$ cat config.mk
export PLATFORM = sky130hd
export DESIGN_NAME = mcp3008_emulator_flat
export DESIGN_NICKNAME = d
export VERILOG_FILES = /design/src/rtl/mcp3008_emulator_if.sv /design/src/rtl/mcp3008_emulator.sv /design/src/flat_wrapper.sv
export SDC_FILE = /design/constraint.sdc
export NUM_CORES = 1
export LEC_CHECK = 0
export ABC_AREA = 1
export CORE_ASPECT_RATIO = 0.7
export CORE_UTILIZATION = 40
export CTS_CLUSTER_SIZE = 14
export DETAILED_ROUTE_END_ITERATION = 10
export HOLD_SLACK_MARGIN = 0.12
export PLACE_DENSITY = 0.73
export SLEW_MARGIN = 20
export SYNTH_ARGS = -nofsm -noshare
export SYNTH_HDL_FRONTEND = slang
export SYNTH_SLANG_ARGS = --single-unit
$ cat constraint.sdc
create_clock -name clk -period 7.8 [get_ports clk]
set_input_delay 2.34 -clock clk [delete_from_list [all_inputs] [get_ports clk]]
set_output_delay 2.34 -clock clk [all_outputs]
set_load 0.01 [all_outputs]
$ cat src/rtl/mcp3008_emulator_if.sv
`default_nettype none
// ============================================================================
// Module   : mcp3008_emulator_if
// Brief    : SPI pin bundle between an MCP3008 master and the emulated device.
// Revision : 1.0 - initial release
// ============================================================================
interface mcp3008_emulator_if;
    logic dclk;
    logic cs_n;
    logic din;
    logic dout;
    logic dout_oe;

    modport master (
        output dclk,
        output cs_n,
        output din,
        input  dout,
        input  dout_oe
    );

    modport slave (
        input  dclk,
        input  cs_n,
        input  din,
        output dout,
        output dout_oe
    );
endinterface
`default_nettype wire

$ cat src/rtl/mcp3008_emulator.sv
`default_nettype none
// ============================================================================
// Module   : mcp3008_emulator
// Brief    : MCP3008 SPI responder returning 10-bit values from a parallel bus.
//            Optional MCP_EMU_LSB_FIRST_EN adds the LSB-first echo in the tail.
// Revision : 1.0 - initial release
// ============================================================================
module mcp3008_emulator #(
    parameter int CNT_W = 16
) (
    input  logic               clk,
    input  logic               rst,
    mcp3008_emulator_if.slave  spi,
    input  logic [79:0]        ch_values,
    output logic               conv_strobe,
    output logic [3:0]         last_cmd,
    output logic [CNT_W-1:0]   conv_count,
    output logic               busy
);

    localparam logic [2:0] c_ST_LOCKOUT    = 3'd0;
    localparam logic [2:0] c_ST_IDLE       = 3'd1;
    localparam logic [2:0] c_ST_WAIT_START = 3'd2;
    localparam logic [2:0] c_ST_CMD        = 3'd3;
    localparam logic [2:0] c_ST_SAMPLE     = 3'd4;
    localparam logic [2:0] c_ST_SHIFT      = 3'd5;
    localparam logic [2:0] c_ST_TAIL       = 3'd6;

    localparam logic [CNT_W-1:0] c_CNT_ONE = {{(CNT_W-1){1'b0}}, 1'b1};

    logic r_dclk_meta, r_dclk_sync, r_dclk_hist;
    logic r_cs_meta, r_cs_sync, r_cs_hist;
    logic r_din_meta, r_din_sync;

    // cs_n sync flops clear to 0 so LOCKOUT only exits on a real high level
    always_ff @(posedge clk or posedge rst) begin
        if (rst) begin
            r_dclk_meta <= 1'b0;
            r_dclk_sync <= 1'b0;
            r_dclk_hist <= 1'b0;
            r_cs_meta   <= 1'b0;
            r_cs_sync   <= 1'b0;
            r_cs_hist   <= 1'b0;
            r_din_meta  <= 1'b0;
            r_din_sync  <= 1'b0;
        end else begin
            r_dclk_meta <= spi.dclk;
            r_dclk_sync <= r_dclk_meta;
            r_dclk_hist <= r_dclk_sync;
            r_cs_meta   <= spi.cs_n;
            r_cs_sync   <= r_cs_meta;
            r_cs_hist   <= r_cs_sync;
            r_din_meta  <= spi.din;
            r_din_sync  <= r_din_meta;
        end
    end

    logic w_rise, w_fall, w_cs_rise, w_cs_fall, w_cs_low;
    assign w_rise    =  r_dclk_sync & ~r_dclk_hist;
    assign w_fall    = ~r_dclk_sync &  r_dclk_hist;
    assign w_cs_rise =  r_cs_sync   & ~r_cs_hist;
    assign w_cs_fall = ~r_cs_sync   &  r_cs_hist;
    assign w_cs_low  = ~r_cs_sync;

    logic [2:0]       r_state;
    logic [3:0]       r_cmd;
    logic [3:0]       r_bit_cnt;
    logic             r_phase;
    logic [9:0]       r_result;
    logic             r_dout;
    logic             r_dout_oe;
    logic             r_busy;
    logic             r_strobe;
    logic [3:0]       r_last_cmd;
    logic [CNT_W-1:0] r_conv_count;

    logic [9:0] w_ch [0:7];
    for (genvar gi = 0; gi < 8; gi++) begin : g_ch
        assign w_ch[gi] = ch_values[10*gi +: 10];
    end

    // Pseudo-differential pair: 11-bit difference, negative clamps to zero
    logic [9:0]  w_even, w_odd, w_conv;
    logic [10:0] w_diff;
    assign w_even = w_ch[{r_cmd[2:1], 1'b0}];
    assign w_odd  = w_ch[{r_cmd[2:1], 1'b1}];
    assign w_diff = r_cmd[0] ? ({1'b0, w_odd} - {1'b0, w_even})
                             : ({1'b0, w_even} - {1'b0, w_odd});
    assign w_conv = r_cmd[3] ? w_ch[r_cmd[2:0]]
                             : (w_diff[10] ? 10'd0 : w_diff[9:0]);

    logic [2:0]       w_state_nxt;
    logic [3:0]       w_cmd_nxt;
    logic [3:0]       w_bit_cnt_nxt;
    logic             w_phase_nxt;
    logic [9:0]       w_result_nxt;
    logic             w_dout_nxt;
    logic             w_oe_nxt;
    logic             w_busy_nxt;
    logic             w_strobe_nxt;
    logic [3:0]       w_last_cmd_nxt;
    logic [CNT_W-1:0] w_count_nxt;

    always_comb begin
        w_state_nxt    = r_state;
        w_cmd_nxt      = r_cmd;
        w_bit_cnt_nxt  = r_bit_cnt;
        w_phase_nxt    = r_phase;
        w_result_nxt   = r_result;
        w_dout_nxt     = r_dout;
        w_oe_nxt       = r_dout_oe;
        w_busy_nxt     = r_busy;
        w_strobe_nxt   = 1'b0;
        w_last_cmd_nxt = r_last_cmd;
        w_count_nxt    = r_conv_count;

        if (r_state == c_ST_LOCKOUT) begin
            if (r_cs_sync) begin
                w_state_nxt = c_ST_IDLE;
            end
        end else if (w_cs_rise) begin
            // Deselect wins over any dclk edge seen in the same cycle
            w_state_nxt = c_ST_IDLE;
            w_oe_nxt    = 1'b0;
            w_dout_nxt  = 1'b0;
            w_busy_nxt  = 1'b0;
        end else begin
            case (r_state)
                c_ST_IDLE: begin
                    if (w_cs_fall) begin
                        w_state_nxt = c_ST_WAIT_START;
                    end
                end
                c_ST_WAIT_START: begin
                    if (w_cs_low && w_rise && r_din_sync) begin
                        w_state_nxt   = c_ST_CMD;
                        w_busy_nxt    = 1'b1;
                        w_bit_cnt_nxt = 4'd0;
                    end
                end
                c_ST_CMD: begin
                    if (w_cs_low && w_rise) begin
                        w_cmd_nxt     = {r_cmd[2:0], r_din_sync};
                        w_bit_cnt_nxt = r_bit_cnt + 4'd1;
                        if (r_bit_cnt == 4'd3) begin
                            w_state_nxt = c_ST_SAMPLE;
                            w_phase_nxt = 1'b0;
                        end
                    end
                end
                c_ST_SAMPLE: begin
                    if (w_cs_low && w_fall) begin
                        if (!r_phase) begin
                            w_result_nxt   = w_conv;
                            w_last_cmd_nxt = r_cmd;
                            w_strobe_nxt   = 1'b1;
                            w_count_nxt    = r_conv_count + c_CNT_ONE;
                            w_phase_nxt    = 1'b1;
                        end else begin
                            w_oe_nxt      = 1'b1;
                            w_dout_nxt    = 1'b0;
                            w_state_nxt   = c_ST_SHIFT;
                            w_bit_cnt_nxt = 4'd0;
                        end
                    end
                end
                c_ST_SHIFT: begin
                    if (w_cs_low && w_fall) begin
                        w_dout_nxt    = r_result[4'd9 - r_bit_cnt];
                        w_bit_cnt_nxt = r_bit_cnt + 4'd1;
                        if (r_bit_cnt == 4'd9) begin
                            w_state_nxt   = c_ST_TAIL;
                            w_bit_cnt_nxt = 4'd0;
                        end
                    end
                end
                c_ST_TAIL: begin
                    if (w_cs_low && w_fall) begin
`ifdef MCP_EMU_LSB_FIRST_EN
                        if (r_bit_cnt < 4'd9) begin
                            w_dout_nxt    = r_result[r_bit_cnt + 4'd1];
                            w_bit_cnt_nxt = r_bit_cnt + 4'd1;
                        end else begin
                            w_dout_nxt = 1'b0;
                        end
`else
                        w_dout_nxt = 1'b0;
`endif
                    end
                end
                default: begin
                    w_state_nxt = c_ST_LOCKOUT;
                end
            endcase
        end
    end

    always_ff @(posedge clk or posedge rst) begin
        if (rst) begin
            r_state      <= c_ST_LOCKOUT;
            r_cmd        <= 4'd0;
            r_bit_cnt    <= 4'd0;
            r_phase      <= 1'b0;
            r_result     <= 10'd0;
            r_dout       <= 1'b0;
            r_dout_oe    <= 1'b0;
            r_busy       <= 1'b0;
            r_strobe     <= 1'b0;
            r_last_cmd   <= 4'd0;
            r_conv_count <= '0;
        end else begin
            r_state      <= w_state_nxt;
            r_cmd        <= w_cmd_nxt;
            r_bit_cnt    <= w_bit_cnt_nxt;
            r_phase      <= w_phase_nxt;
            r_result     <= w_result_nxt;
            r_dout       <= w_dout_nxt;
            r_dout_oe    <= w_oe_nxt;
            r_busy       <= w_busy_nxt;
            r_strobe     <= w_strobe_nxt;
            r_last_cmd   <= w_last_cmd_nxt;
            r_conv_count <= w_count_nxt;
        end
    end

    assign spi.dout    = r_dout;
    assign spi.dout_oe = r_dout_oe;
    assign conv_strobe = r_strobe;
    assign last_cmd    = r_last_cmd;
    assign conv_count  = r_conv_count;
    assign busy        = r_busy;

endmodule
`default_nettype wire

$ cat src/flat_wrapper.sv
// flat-port wrapper written by rule: the top's interface ports become plain ports
module mcp3008_emulator_flat 
#(
    parameter int CNT_W = 16
)
  (clk, rst, ch_values, conv_strobe, last_cmd, conv_count, busy, spi_dclk, spi_cs_n, spi_din, spi_dout, spi_dout_oe);
  mcp3008_emulator_if spi_i ();
  input  logic clk;
  input  logic rst;
  input  logic [79:0] ch_values;
  output logic conv_strobe;
  output logic [3:0] last_cmd;
  output logic [CNT_W-1:0] conv_count;
  output logic busy;
  input wire logic [$bits(spi_i.dclk)-1:0] spi_dclk;
  input wire logic [$bits(spi_i.cs_n)-1:0] spi_cs_n;
  input wire logic [$bits(spi_i.din)-1:0] spi_din;
  output wire logic [$bits(spi_i.dout)-1:0] spi_dout;
  output wire logic [$bits(spi_i.dout_oe)-1:0] spi_dout_oe;
  assign spi_i.dclk = spi_dclk;
  assign spi_i.cs_n = spi_cs_n;
  assign spi_i.din = spi_din;
  assign spi_dout = spi_i.dout;
  assign spi_dout_oe = spi_i.dout_oe;
  mcp3008_emulator #(.CNT_W(CNT_W)) u_core (.clk(clk), .rst(rst), .spi(spi_i), .ch_values(ch_values), .conv_strobe(conv_strobe), .last_cmd(last_cmd), .conv_count(conv_count), .busy(busy));
endmodule
==> results.sh <==
export IMPL_drcViolationCount=0
export IMPL_viasPerCell=5.00
export IMPL_synth_edf_count=0
export IMPL_grt_max_degree=55
export IMPL_crit_path_start_kind="input port"
export IMPL_worstPathArrival_ns=5.06
export IMPL_worstPathMaxFanout=7
export IMPL_syn_nets=848
export IMPL_ctsHoldBuffers=0
export IMPL_portBuffers=108
export IMPL_timing_hold_ws_ns=0.353
export IMPL_layout_drive_gt1_share=0.0459
export IMPL_crit_type="in -> reg"
export IMPL_p_leak_nw=3.05
export IMPL_core_area_um2=11700
export IMPL_path_depth=13
export IMPL_ys_warn_count=0
export IMPL_fp_dieW_um=133
export IMPL_max_freq_ghz=0.207
export IMPL_pwr_share_seq=0.238
export IMPL_overflow=0
export IMPL_synth_main_ff_cell="dfrtp_1"
export IMPL_io_pin_count=109
export IMPL_clock_sinks=54
export IMPL_comb_power_share=0.602
export IMPL_cpMaxStageDelayCell="clkdlybuf4s50_1"
export IMPL_htree_levels=2
export IMPL_synth_area_leaders="dfrtp_1, nand2_1, o21ai_0, inv_1, ha_1"
export IMPL_slew_violations=0
export IMPL_setup_viol_count_final=0
export IMPL_path_clk_slew_ns=0.07
export IMPL_ir_worst_vdd_mv=0.126
export IMPL_cts_buffer_depth=2
export IMPL_path_delay_family="compound AO/OA/AOI/OAI gates"
export IMPL_ys_seq_elements=54
export IMPL_gp_congestion=0.929
export IMPL_grt_antenna_before_repair=0
export IMPL_drt_wirelength_per_cell_um=13.3
export IMPL_rsz0062_at_grt="false"
export IMPL_cts_buffers=5
export IMPL_grt_pass1_vias=4567
export IMPL_synth_top_area_share=0.283
export IMPL_p_int_mw=0.814
export IMPL_die_area_um2=12400
export IMPL_switching_share=0.475
export IMPL_final_common_cell="nand2_1"
export IMPL_grt_total_usage=0.222
export IMPL_nNetsFinal=938
export IMPL_crit_path_cell_trace="clkdlybuf4s50_1, mux2i_1, o21ai_0, inv_1, ha_1, nand2_1, nor2_1, nand3_1, nand3_1, nand2_1, a21oi_2, o21ai_0, a21oi_1"
export IMPL_final_antenna_net_count=0
export IMPL_powerDensity_nw_per_um2=253
export IMPL_drtPass1Iterations=5
export IMPL_setup_tns_ns=0
export IMPL_synth_top_cell_by_area="dfrtp_1"
export IMPL_ctsResizeCount=0
export IMPL_syn_to_final_growth_pct=27.9
export IMPL_endpoint_kind="register"
export IMPL_syn_area_per_cell_um2=6.50
export IMPL_antenna_diode_count=0
export IMPL_cts_root_buf="clkbuf_16"
export IMPL_slew_headroom=0.553
export IMPL_hold_path_class="reg -> reg"
export IMPL_finalCriticalPeriod_ns=4.84
export IMPL_syn_area_um2=4780
export IMPL_outcome="finished clean"
export IMPL_clock_skew_ns=0.00448
export IMPL_worstMarginPinSlew_ns=0.670
export IMPL_vias=4920
export IMPL_fin_area_um2=6120
export IMPL_syn_inst=736
export IMPL_drv_cap=0
export IMPL_dr_first_iter_drc_count=361
export IMPL_cts_tree="yes"
export IMPL_place_area_um2=5950
export IMPL_yosysSeqAreaShare=0.283
export IMPL_power_net_switching_mw=0.736
export IMPL_required_ns=8.02
export IMPL_slowest_delay_ns=0.45
export IMPL_period_share=0.620
export IMPL_start_util=0.409
export IMPL_grt_pass1_wl_um=22100
export IMPL_power_share_clock=0.161
export IMPL_crit_buf_inv=2
export IMPL_min_path_cells=0
export IMPL_synthArstFlopShare=1.00
export IMPL_insertion_delay_ns=0.29
export IMPL_yosysUniqueCellTypes=47
export IMPL_mostFrequentLayoutCells="nand2_1, clkdlybuf4s50_1, inv_1"
export IMPL_r2r_cells=20
export IMPL_post_cts_repair_setup_buffers=0
export IMPL_die_h_um=93.5
export IMPL_hold_viol=0
export IMPL_rows=33
export IMPL_totalWireLength_um=13100
export IMPL_hpwl_um=9980
cells by family after synthesis:
logic type,synth area share
DFF,0.283
adders and majority gates,0.0738
buffers and inverters,0.100
and+or+nand+nor,0.336
AOI/OAI and AO/OA,0.159
xor gates and xnor gates,0.0330
muxes,0.0147
final timing paths:
| path | start | to | slack (ns) |
|---|---|---|---|
| worst max-delay path | ch_values[47] | u_core.r_result[8]$_DFFE_PP0P_ | 2.96 |
| worst min-delay path | u_core.r_din_meta$_DFF_PP0_ | u_core.r_din_sync$_DFF_PP0_ | 0.35 |
| worst max register to register | u_core.r_cmd[1]$_DFFE_PP0P_ | u_core.r_result[6]$_DFFE_PP0P_ | 4.25 |
| worst min register to register | u_core.r_din_meta$_DFF_PP0_ | u_core.r_din_sync$_DFF_PP0_ | 0.35 |
| max in group asynchronous | rst | u_core.r_result[9]$_DFFE_PP0P_ | 4.81 |
| min in group asynchronous | rst | u_core.busy$_DFFE_PP0P_ | 2.55 |
routing by layer:
layer  vias to the layer above  GRT usage  part of all wire
met5                         -          0                 0
met4                         0     0.0287            0.0026
met3                         5     0.0347             0.069
met2                       174      0.332              0.42
met1                      2205      0.339              0.51
li1                       2536          -                 -
Yosys cell counts, types with 2 or more instances:
cell        n
o21ai_1     2
fa_1        2
ha_1       25
a41oi_1     2
nor2_1     49
nand3_2     2
a31oi_1     4
xor2_1     14
o31ai_1     2
mux2i_1     7
or2_2       5
and2_1      3
nor3_1      7
o211ai_1    9
nand2_2     2
nand2_4     4
a21oi_1    38
a21boi_0    7
nand2_1   244
xnor2_1     4
inv_2       4
inv_1      85
buf_1       4
nand3_1    41
clkbuf_1   12
nand3b_1    3
o21a_1      3
buf_4       2
buf_2      10
dfrtp_1    54
nor2_4      2
nand4_1     4
o21ai_0    66
per-stage QoR:
step	power, mW	setup WS [ns]	util	std cells
finish	1.55	2.96	0.524	984
CTS	1.54	3.01	0.524	984
floorplan	1.05	3.48	-	736
global placement	1.28	2.72	0.509	976
detailed placement	1.29	2.69	0.509	976
global route	1.70	2.65	0.524	984
power groups by stage:
stage	combinational, mW	clock [mW]	sequential [mW]
final	0.933	0.249	0.368
after global routing	1.06	0.266	0.375
after CTS	0.919	0.255	0.367
after detailed placement	0.914	0	0.373
after global placement	0.913	0	0.372
after floorplan	0.690	0	0.360
flip-flops by register name (all words and copies together), names as in the netlist, 3 cells and up:
register and count:
u_core.r_state 3, u_core.conv_count 16, u_core.r_result 10, u_core.r_cmd 4, u_core.r_bit_cnt 4, u_core.last_cmd 4
area by class of cell:
cell class | instances | area (µm²)
fillers | 1153 | 5570
multi-input cells | 562 | 2950
flip-flops and latches | 54 | 1350
repair buffers | 112 | 1110
inverters | 91 | 343
well taps | 157 | 196
clock buffers | 5 | 125
clock inverters | 3 | 40.0
Note: power is estimated with default switching activity, not from simulation.
